File: src/rtl/key_debounce_1khz.sv
// rtl/key_debounce_1khz.sv - synchronised, millisecond-debounced push-button with press/release/repeat pulses
module key_debounce_1khz #(
  parameter int DEBOUNCE_MS     = 20,
  parameter int ACTIVE_LOW      = 1,
  parameter int REPEAT_EN       = 0,
  parameter int REPEAT_DELAY_MS = 500,
  parameter int REPEAT_RATE_MS  = 100
) (
  input  logic f_in,
  input  logic rst,
  input  logic tick_1khz,
  input  logic key_raw,
  output logic key_level,
  output logic press_pulse,
  output logic release_pulse,
  output logic repeat_pulse
);

  // Pin level that means "not pressed"; the synchroniser resets to it so no
  // phantom edge is seen when reset is released.
  localparam logic        RELEASED_PIN = (ACTIVE_LOW != 0) ? 1'b1 : 1'b0;
  localparam logic [7:0]  DB_LAST      = 8'(DEBOUNCE_MS - 1);
  localparam logic [15:0] REP_DELAY    = 16'(REPEAT_DELAY_MS);
  localparam logic [15:0] REP_RATE     = 16'(REPEAT_RATE_MS);

  typedef enum logic [1:0] {
    S_IDLE,
    S_PRESS_WAIT,
    S_HELD,
    S_RELEASE_WAIT
  } state_t;

  logic        r_sync1;
  logic        r_sync2;
  state_t      r_state;
  logic [7:0]  r_db_cnt;
  logic [15:0] r_rep_cnt;
  logic        r_rep_periodic;
  logic        r_key_level;
  logic        r_press;
  logic        r_release;
  logic        r_repeat;

  logic        w_key_s;
  state_t      w_state_nxt;
  logic [7:0]  w_db_nxt;
  logic [15:0] w_rep_nxt;
  logic        w_rep_periodic_nxt;
  logic        w_press_nxt;
  logic        w_release_nxt;
  logic        w_repeat_nxt;
  logic        w_level_nxt;
  logic [15:0] w_rep_limit;
  logic [15:0] w_rep_inc;

  // Two-flop synchroniser on the asynchronous key pin.
  always_ff @(posedge f_in) begin
    if (rst) begin
      r_sync1 <= RELEASED_PIN;
      r_sync2 <= RELEASED_PIN;
    end else begin
      r_sync1 <= key_raw;
      r_sync2 <= r_sync1;
    end
  end

  // Polarity normalised after the synchroniser: 1 = pressed.
  assign w_key_s     = (ACTIVE_LOW != 0) ? ~r_sync2 : r_sync2;
  assign w_rep_limit = r_rep_periodic ? REP_RATE : REP_DELAY;
  assign w_rep_inc   = r_rep_cnt + 16'd1;

  // Next-state, counter and pulse decode; key_s is checked before the tick.
  always_comb begin
    w_state_nxt        = r_state;
    w_db_nxt           = r_db_cnt;
    w_rep_nxt          = r_rep_cnt;
    w_rep_periodic_nxt = r_rep_periodic;
    w_press_nxt        = 1'b0;
    w_release_nxt      = 1'b0;
    w_repeat_nxt       = 1'b0;
    unique case (r_state)
      S_IDLE: begin
        if (w_key_s) begin
          w_state_nxt = S_PRESS_WAIT;
          w_db_nxt    = 8'd0;
        end
      end
      S_PRESS_WAIT: begin
        if (!w_key_s) begin
          w_state_nxt = S_IDLE;
          w_db_nxt    = 8'd0;
        end else if (tick_1khz) begin
          if (r_db_cnt == DB_LAST) begin
            w_state_nxt        = S_HELD;
            w_db_nxt           = 8'd0;
            w_press_nxt        = 1'b1;
            w_rep_nxt          = 16'd0;
            w_rep_periodic_nxt = 1'b0;
          end else begin
            w_db_nxt = r_db_cnt + 8'd1;
          end
        end
      end
      S_HELD: begin
        if (!w_key_s) begin
          w_state_nxt = S_RELEASE_WAIT;
          w_db_nxt    = 8'd0;
        end else if ((REPEAT_EN != 0) && tick_1khz) begin
          // First pulse after the initial delay, then one per rate interval.
          if (w_rep_inc == w_rep_limit) begin
            w_repeat_nxt       = 1'b1;
            w_rep_nxt          = 16'd0;
            w_rep_periodic_nxt = 1'b1;
          end else begin
            w_rep_nxt = w_rep_inc;
          end
        end
      end
      S_RELEASE_WAIT: begin
        // Bounce back to HELD keeps the repeat counter where it was.
        if (w_key_s) begin
          w_state_nxt = S_HELD;
          w_db_nxt    = 8'd0;
        end else if (tick_1khz) begin
          if (r_db_cnt == DB_LAST) begin
            w_state_nxt   = S_IDLE;
            w_db_nxt      = 8'd0;
            w_release_nxt = 1'b1;
          end else begin
            w_db_nxt = r_db_cnt + 8'd1;
          end
        end
      end
      default: begin
        w_state_nxt = S_IDLE;
        w_db_nxt    = 8'd0;
      end
    endcase
    w_level_nxt = (w_state_nxt == S_HELD) || (w_state_nxt == S_RELEASE_WAIT);
  end

  // State, counters and registered outputs; reset aborts with no pulse.
  always_ff @(posedge f_in) begin
    if (rst) begin
      r_state        <= S_IDLE;
      r_db_cnt       <= 8'd0;
      r_rep_cnt      <= 16'd0;
      r_rep_periodic <= 1'b0;
      r_key_level    <= 1'b0;
      r_press        <= 1'b0;
      r_release      <= 1'b0;
      r_repeat       <= 1'b0;
    end else begin
      r_state        <= w_state_nxt;
      r_db_cnt       <= w_db_nxt;
      r_rep_cnt      <= w_rep_nxt;
      r_rep_periodic <= w_rep_periodic_nxt;
      r_key_level    <= w_level_nxt;
      r_press        <= w_press_nxt;
      r_release      <= w_release_nxt;
      r_repeat       <= w_repeat_nxt;
    end
  end

  assign key_level     = r_key_level;
  assign press_pulse   = r_press;
  assign release_pulse = r_release;
  assign repeat_pulse  = r_repeat;

endmodule

File: config.mk
export PLATFORM = sky130hd
export DESIGN_NAME = key_debounce_1khz
export DESIGN_NICKNAME = d
export VERILOG_FILES = /design/src/rtl/key_debounce_1khz.sv
export SDC_FILE = /design/constraint.sdc
export NUM_CORES = 1
export LEC_CHECK = 0
export BUFFER_PORTS_ARGS = -buffer_cell sky130_fd_sc_hd__buf_2
export CAP_MARGIN = 30
export CORE_MARGIN = 1
export CORE_UTILIZATION = 45
export DETAILED_ROUTE_END_ITERATION = 7
export GPL_ROUTABILITY_DRIVEN = 0
export PLACE_DENSITY = 0.66
export SLEW_MARGIN = 20
export SYNTH_ARGS = -nofsm -noshare
export SYNTH_HDL_FRONTEND = slang
export SYNTH_SLANG_ARGS = --single-unit
File: constraint.sdc
create_clock -name f_in -period 1.4 [get_ports f_in]
set_input_delay 0.14 -clock f_in [delete_from_list [all_inputs] [get_ports f_in]]
set_output_delay 0.14 -clock f_in [all_outputs]
set_load 0.01 [all_outputs]
==> results.ini, run 1 <==
[grt]
gr-total-overflow=0
grt_max_degree=12
grt_pass1_wl_um=2530
grt_pass1_vias=585
antenna_found_initial=0
grt_use_total_pct=18.7

[cts]
post_cts_buffers=0
cts_tree=done
numCtsBuffers=3
root_buffer=clkbuf_4
clk_path_buf_depth=2
worstSkewPairLatency_ns=0.30
cts_max_level=1
cts_num_sinks=15
clkTransAtPathRegs_ns=0.10

[finish]
final_core_util_pct=62.9
fin_nets=102
stdcell_count=112
seqCellArea_sq_um=304
multi_input_comb_area_sq_um=472
nFillCells=126
stdcell_area_sq_um=936
syn2layout_area_growth_pct=30.5
diodes=0
drive_above_1_share_pct=40.6

[die]
die_h_um=41.9
ios=8
rows=14
start_util_pct=48.2
core_sq_um=1490
fp.dieArea_sq_um=1760
die_w_um=41.9

[logic_synthesis]
synth_top_cell_area_share_pct=41.9
synth_edf_count=0
syn_avg_cell_area_sq_um=9.08
synth.mux.area_fraction_pct=0
synth_common_cells=dfxtp_1 (15), a31oi_1 (9), nand2_1 (9), nand3_1 (5)
synth_cells=79
synth_top_family_by_area=simple AND/OR/NAND/NOR gates
synthXorXnorAreaFrac_pct=2.44
yosys_warnings=0
syn_area_sq_um=717
ys_top_cells_by_area=dfxtp_1 (42%), a31oi_1 (7.9%), nand2_1 (4.7%), nand3_1 (3.5%), nor4bb_4 (3.5%)
synth-async-reset-ratio_pct=0
yosys.area_share.simple_pct=34.2
ys_types=33
synth_area_leader_cell=dfxtp_1
synth.most_common_cell=dfxtp_1
synth_compound_area_share_pct=15.9
synth_seq_cells=15
synth-seq-area-share_pct=41.9
synth_fp_nets=84
synth_ff_type=dfxtp_1
synth_adder_area_share_pct=1.75

[setup_path]
start_kind=flip-flop
arrival_ns=1.64
critPathKind=reg2reg
path_max_fanout=3
startpoint=r_db_cnt[1]
endpoint_kind=flip-flop
rr_endpoint=press_pulse
cp.required_ns=1.58
r2r-start=r_db_cnt[1]
r2r_slack_ns=-0.06
rr_worst_depth=5

[routing]
routed_via_density=5.80
dr.pass1.iters=4
detail-route-antenna-nets=0
vias=650
drt-total-wl_um=1550
routedWlPerCell_um=13.9
drt_iter0_drc=19
post-route-drc-count=0

[sta]
setup-tns-final_ns=-0.0613
hold_viol=0
period_needed_ns=1.46
setup_viol=1
fmax_mhz=684
finalCritPeriodShare_pct=104
grt_setup_unrepaired=yes
finalWorstSetupSlack_ns=-0.0613
slew_violations=0
fin_skew_ns=0.00730

[pwr]
finalPower_mw=0.763
max-vdd-ir-drop_v=0.000578
powerDensity_nw_per_um2=815
leakage_nw=0.337

[placed_design]
portBuffers=6
dpl.hpwl_um=1000
postPlaceCellArea_sq_um=831
dp.cells=108

[status]
status=finished, violations left
violations=negative setup slack

[hold_path]
min-delay-start=key_raw
holdPathStages=2
min_to=r_sync1
hold_path.class=in2reg

[flow_run]
max_cap_viol_count=0

## sequential cells by signal (all words and copies together) (netlist names)
register and cells:
key_level 1, r_sync2 1, r_db_cnt 8, r_sync1 1
release_pulse 1, press_pulse 1, r_state 2
## layout by cell type (no fill, tap or decap)
| cell type | instances |
|---|---|
| o211ai_1 | 1 |
| nor2_4 | 1 |
| a311oi_1 | 2 |
| nor2_1 | 2 |
| xor2_1 | 1 |
| nor3_1 | 3 |
| nand2_4 | 1 |
| buf_4 | 11 |
| nand4_1 | 2 |
| nor3b_1 | 1 |
| nand4b_1 | 1 |
| clkinv_2 | 1 |
| a31oi_4 | 1 |
| ha_4 | 1 |
| dfxtp_2 | 3 |
| a21oi_2 | 2 |
| nand3_2 | 1 |
| a41oi_2 | 1 |
| nand3_1 | 4 |
| and4_1 | 2 |
| a21oi_1 | 1 |
| a31oi_1 | 8 |
| buf_2 | 6 |
| nand2b_1 | 3 |
| clkbuf_4 | 3 |
| or3_1 | 1 |
| and2_2 | 1 |
| conb_1 | 1 |
| nor4bb_4 | 1 |
| nand3b_1 | 1 |
| or2_4 | 1 |
| nand2_1 | 8 |
| dfxtp_1 | 12 |
| or2_2 | 2 |
| xnor2_2 | 1 |
| and3_1 | 1 |
| o22a_1 | 1 |
| nor4b_4 | 1 |
| nor4_1 | 1 |
## report_power, final
| part | total (mW) | internal (mW) | switching, mW |
|---|---|---|---|
| sequential | 0.442 | 0.434 | 0.00748 |
| combinational | 0.0580 | 0.0281 | 0.0298 |
| clock | 0.263 | 0.107 | 0.157 |
## routing by layer
metal | GRT usage (%) | routed length, um
met3 | 2.61 | 47
met1 | 26.8 | 751
met5 | 0 | 0
met2 | 26.3 | 714
met4 | 11.6 | 40
## layout make-up
cell class | instances | area share, %
clock buffer | 3 | 2.41
clock inverter | 1 | 0.535
multi-input combinational | 60 | 50.4
sequential | 15 | 32.5
tap | 16 | 2.14
timing repair buffer | 17 | 12.0
## cells by family (layout without fill, tap and decap cells)
| kind of cell | after synthesis | after routing |
|---|---|---|
| AO/OA/AOI/OAI | 17 | 17 |
| adder cells (fa/ha/maj) | 1 | 1 |
| buffers and inverters | 4 | 21 |
| AND/OR/NAND/NOR | 39 | 39 |
| other | 1 | 1 |
| flip-flops | 15 | 15 |
| XOR/XNOR | 2 | 2 |
## worst max-delay path by stage
stage	endpoint	slack (ns)	cells past startpoint
floorplan	r_db_cnt[6]	0.04	6
global placement	r_db_cnt[6]	0.0003	5
detailed placement	r_db_cnt[6]	-0.05	5
CTS	r_db_cnt[6]	0.03	6
global route	press_pulse	-0.13	5
finish	press_pulse	-0.06	5
## through the flow
stage          hold WS, ns  setup slack (ns)
2_1_floorplan        0.244            0.0374
3_3_place_gp         0.326          0.000349
3_5_place_dp         0.331           -0.0525
4_1_cts             0.0246            0.0252
5_1_grt             0.0217            -0.129
6_report            0.0232           -0.0613
## what timing repair did
| item | in CTS | in global routing |
|---|---|---|
| gates resized for setup | 1 | 13 |
| pin swaps | 0 | 2 |
| setup endpoints to repair | 4 | 9 |
| hold buffers | 0 | 0 |
## worst max-delay path: stages, from the launching register on
cell      delay [ns]
dfxtp_2         0.36
ha_4            0.13
nor4bb_4        0.28
nand3_2         0.15
buf_4           0.17
nor4_1          0.24
(Power assumes the default switching activity.)
==> inputs of run 2 (changes only) <==
SETUP_SLACK_MARGIN = 0.2   (was default)
==> run 2 against run 1 <==
The flow still finishes with violations (negative setup slack). Sequential cell count did not move. Global-route usage increased by 2.9 points. Maximum frequency up 2.1%. Critical endpoint is now r_db_cnt[4].
==> results.ini, run 2 (synthesized netlist as in run 1, its figures left out) <==
[placed_design]
dp_slack_ns=-0.00999  ; was -0.0525 ns
portBuffers=6  ; unchanged
dpl.hpwl_um=1020  ; was 1000 um
postPlaceCellArea_sq_um=843  ; was 831 sq um

[routing]
drt_iter0_drc=36  ; was 19
detail-route-antenna-nets=0  ; unchanged
routed_via_density=6.54  ; was 5.80
drt-total-wl_um=2170  ; was 1550 um
post-route-drc-count=0  ; unchanged
dr.pass1.iters=4  ; unchanged
vias=778  ; was 650
routedWlPerCell_um=18.2  ; was 13.9 um

[sta]
period_needed_ns=1.43  ; was 1.46 ns
fin_skew_ns=0.00511  ; was 0.00730 ns
grt_setup_unrepaired=yes  ; unchanged
hold_viol=0  ; unchanged
setup_viol=5  ; was 1
whs_ns=0.0268  ; was 0.0232 ns
finalCritPeriodShare_pct=102  ; was 104%
fmax_mhz=699  ; was 684 MHz
finalWorstSetupSlack_ns=-0.0316  ; was -0.0613 ns
slew_violations=0  ; unchanged

[cts]
root_buffer=clkbuf_4  ; unchanged
clk_path_buf_depth=2  ; unchanged
numCtsBuffers=3  ; unchanged
worstSkewPairLatency_ns=0.29  ; was 0.30 ns
cts_num_sinks=15  ; unchanged
cts_max_level=1  ; unchanged
cts_tree=done  ; unchanged
clkTransAtPathRegs_ns=0.10  ; about the same

[pwr]
power_switching_mw=0.193  ; was 0.194 mW
leakage_nw=0.405  ; was 0.337 nW
powerDensity_nw_per_um2=709  ; was 815 nW/um^2
p_seq_share_pct=58.4  ; was 57.9%
switching_share_pct=25.5  ; was 25.4%
max-vdd-ir-drop_v=0.000697  ; was 0.000578 V
finalPower_mw=0.757  ; was 0.763 mW
clkPwrFrac_pct=34.2  ; was 34.5%
p_int_mw=0.564  ; was 0.569 mW
pwr-share-comb_pct=7.4  ; was 7.6%

[setup_path]
crit_chain=ha_4 -> nor4bb_4 -> buf_4 -> nand2_4 -> nand4b_1 -> a311oi_1  ; was ha_4 -> nor4bb_4 -> nand3_2 -> buf_4 -> nor4_1
r2r-start=r_db_cnt[1]  ; unchanged
r2r_slack_ns=-0.03  ; was -0.06 ns
rr_worst_depth=6  ; was 5
cp.depth=6  ; was 5
slowest_stage=dfxtp_4  ; was dfxtp_2
cp_top_family=simple AND/OR/NAND/NOR gates  ; unchanged
arrival_ns=1.64  ; about the same
cp.required_ns=1.61  ; was 1.58 ns
critPathKind=reg2reg  ; unchanged
rr_endpoint=r_db_cnt[4]  ; was press_pulse
start_kind=flip-flop  ; unchanged
slowest_delay_ns=0.37  ; was 0.36 ns
endpoint_kind=flip-flop  ; unchanged
worstSetupEndpoint=r_db_cnt[4]  ; was press_pulse
path_buf_inv=1  ; unchanged
path_max_fanout=6  ; was 3
startpoint=r_db_cnt[1]  ; unchanged

[grt]
antenna_found_initial=0  ; unchanged
grt_use_total_pct=21.6  ; was 18.7%
gr-total-overflow=0  ; unchanged
grt_max_degree=13  ; was 12
grt_pass1_vias=652  ; was 585
grt_pass1_wl_um=2870  ; was 2530 um

[status]
status=finished, violations left  ; unchanged
violations=negative setup slack  ; unchanged

[finish]
layout_common_cells=buf_4 (14), dfxtp_1 (10), a31oi_1 (9), nand2_1 (8), buf_2 (6)  ; was dfxtp_1 (12), buf_4 (11), nand2_1 (8), a31oi_1 (8), buf_2 (6)
top_register=r_db_cnt  ; unchanged
reg_top3=r_db_cnt (8), r_state (2)  ; unchanged
fin_nets=109  ; was 102
layout_commonest_cell=buf_4  ; was dfxtp_1
largest_register_ffs=8  ; unchanged
drive_above_1_share_pct=54.4  ; was 40.6%
seqCellArea_sq_um=309  ; was 304 sq um
nFillCells=108  ; was 126
multi_input_comb_area_sq_um=542  ; was 472 sq um
syn2layout_area_growth_pct=48.9  ; was 30.5%
diodes=0  ; unchanged
stdcell_area_sq_um=1070  ; was 936 sq um

[die]
start_util_pct=48.2  ; unchanged
ios=8  ; unchanged
fp.dieArea_sq_um=1760  ; unchanged
die_w_um=41.9  ; unchanged
die_h_um=41.9  ; unchanged
core_sq_um=1490  ; unchanged
rows=14  ; unchanged

[hold_path]
holdPathStages=2  ; unchanged
hold_path.class=in2reg  ; unchanged

[flow_run]
max_cap_viol_count=0  ; unchanged

-- run 2: cell types whose count changed in the layout (fill, tap and decap cells not counted), sizes merged --
cell | before | now
nand2 | 9 | 10
buf | 17 | 23
-- run 2: area by class of cell --
class,count,share of cell area (%)
multi-input cells,61,50.8
flip-flops and latches,15,29.0
repair buffers,23,15.8
clock buffers,3,2.11
well taps,16,1.88
clock inverters,1,0.469
-- run 2: through the flow --
stage / TNS (ns) / util [%] / std cells
final: -0.131 / 71.7 / 119
after CTS: 0 / 62.4 / 116
after global placement: -0.00573 / 56.6 / 108
after floorplan: 0 / - / 79
after global routing: -0.417 / 71.7 / 119
after detailed placement: -0.0125 / 56.6 / 108
-- run 2: repair_timing --
item,in CTS,in global routing
pin swaps,5,7
cloned,1,0
buffers inserted,3,3
setup endpoints to repair,11,13
hold buffers,0,0
gates resized for setup,7,23
hold endpoints to repair,0,0
-- run 2: power by group through the flow --
stage | combinational (mW) | clock [mW] | sequential [mW]
after floorplan | 0.0295 | 0 | 0.449
after global placement | 0.0487 | 0 | 0.448
after detailed placement | 0.0470 | 0 | 0.449
after CTS | 0.0478 | 0.265 | 0.439
after global routing | 0.0611 | 0.273 | 0.443
final | 0.0562 | 0.259 | 0.442
-- run 2: metal layers --
metal	global-route usage, %	part of all wire, %	up-vias
met2	34.4	48	40
met3	2.61	7.2	14
li1	-	-	349
met5	0	0	-
met4	14.8	6.3	0
met1	27.1	38	375
-- run 2: worst min path at each step --
stage                        from      end  slack [ns]
after CTS                 key_raw  r_sync1        0.02
after global routing      key_raw  r_sync1        0.02
final                     key_raw  r_sync1        0.03
after global placement    key_raw  r_sync1        0.33
after detailed placement  key_raw  r_sync1        0.33
after floorplan           key_raw  r_sync1        0.24
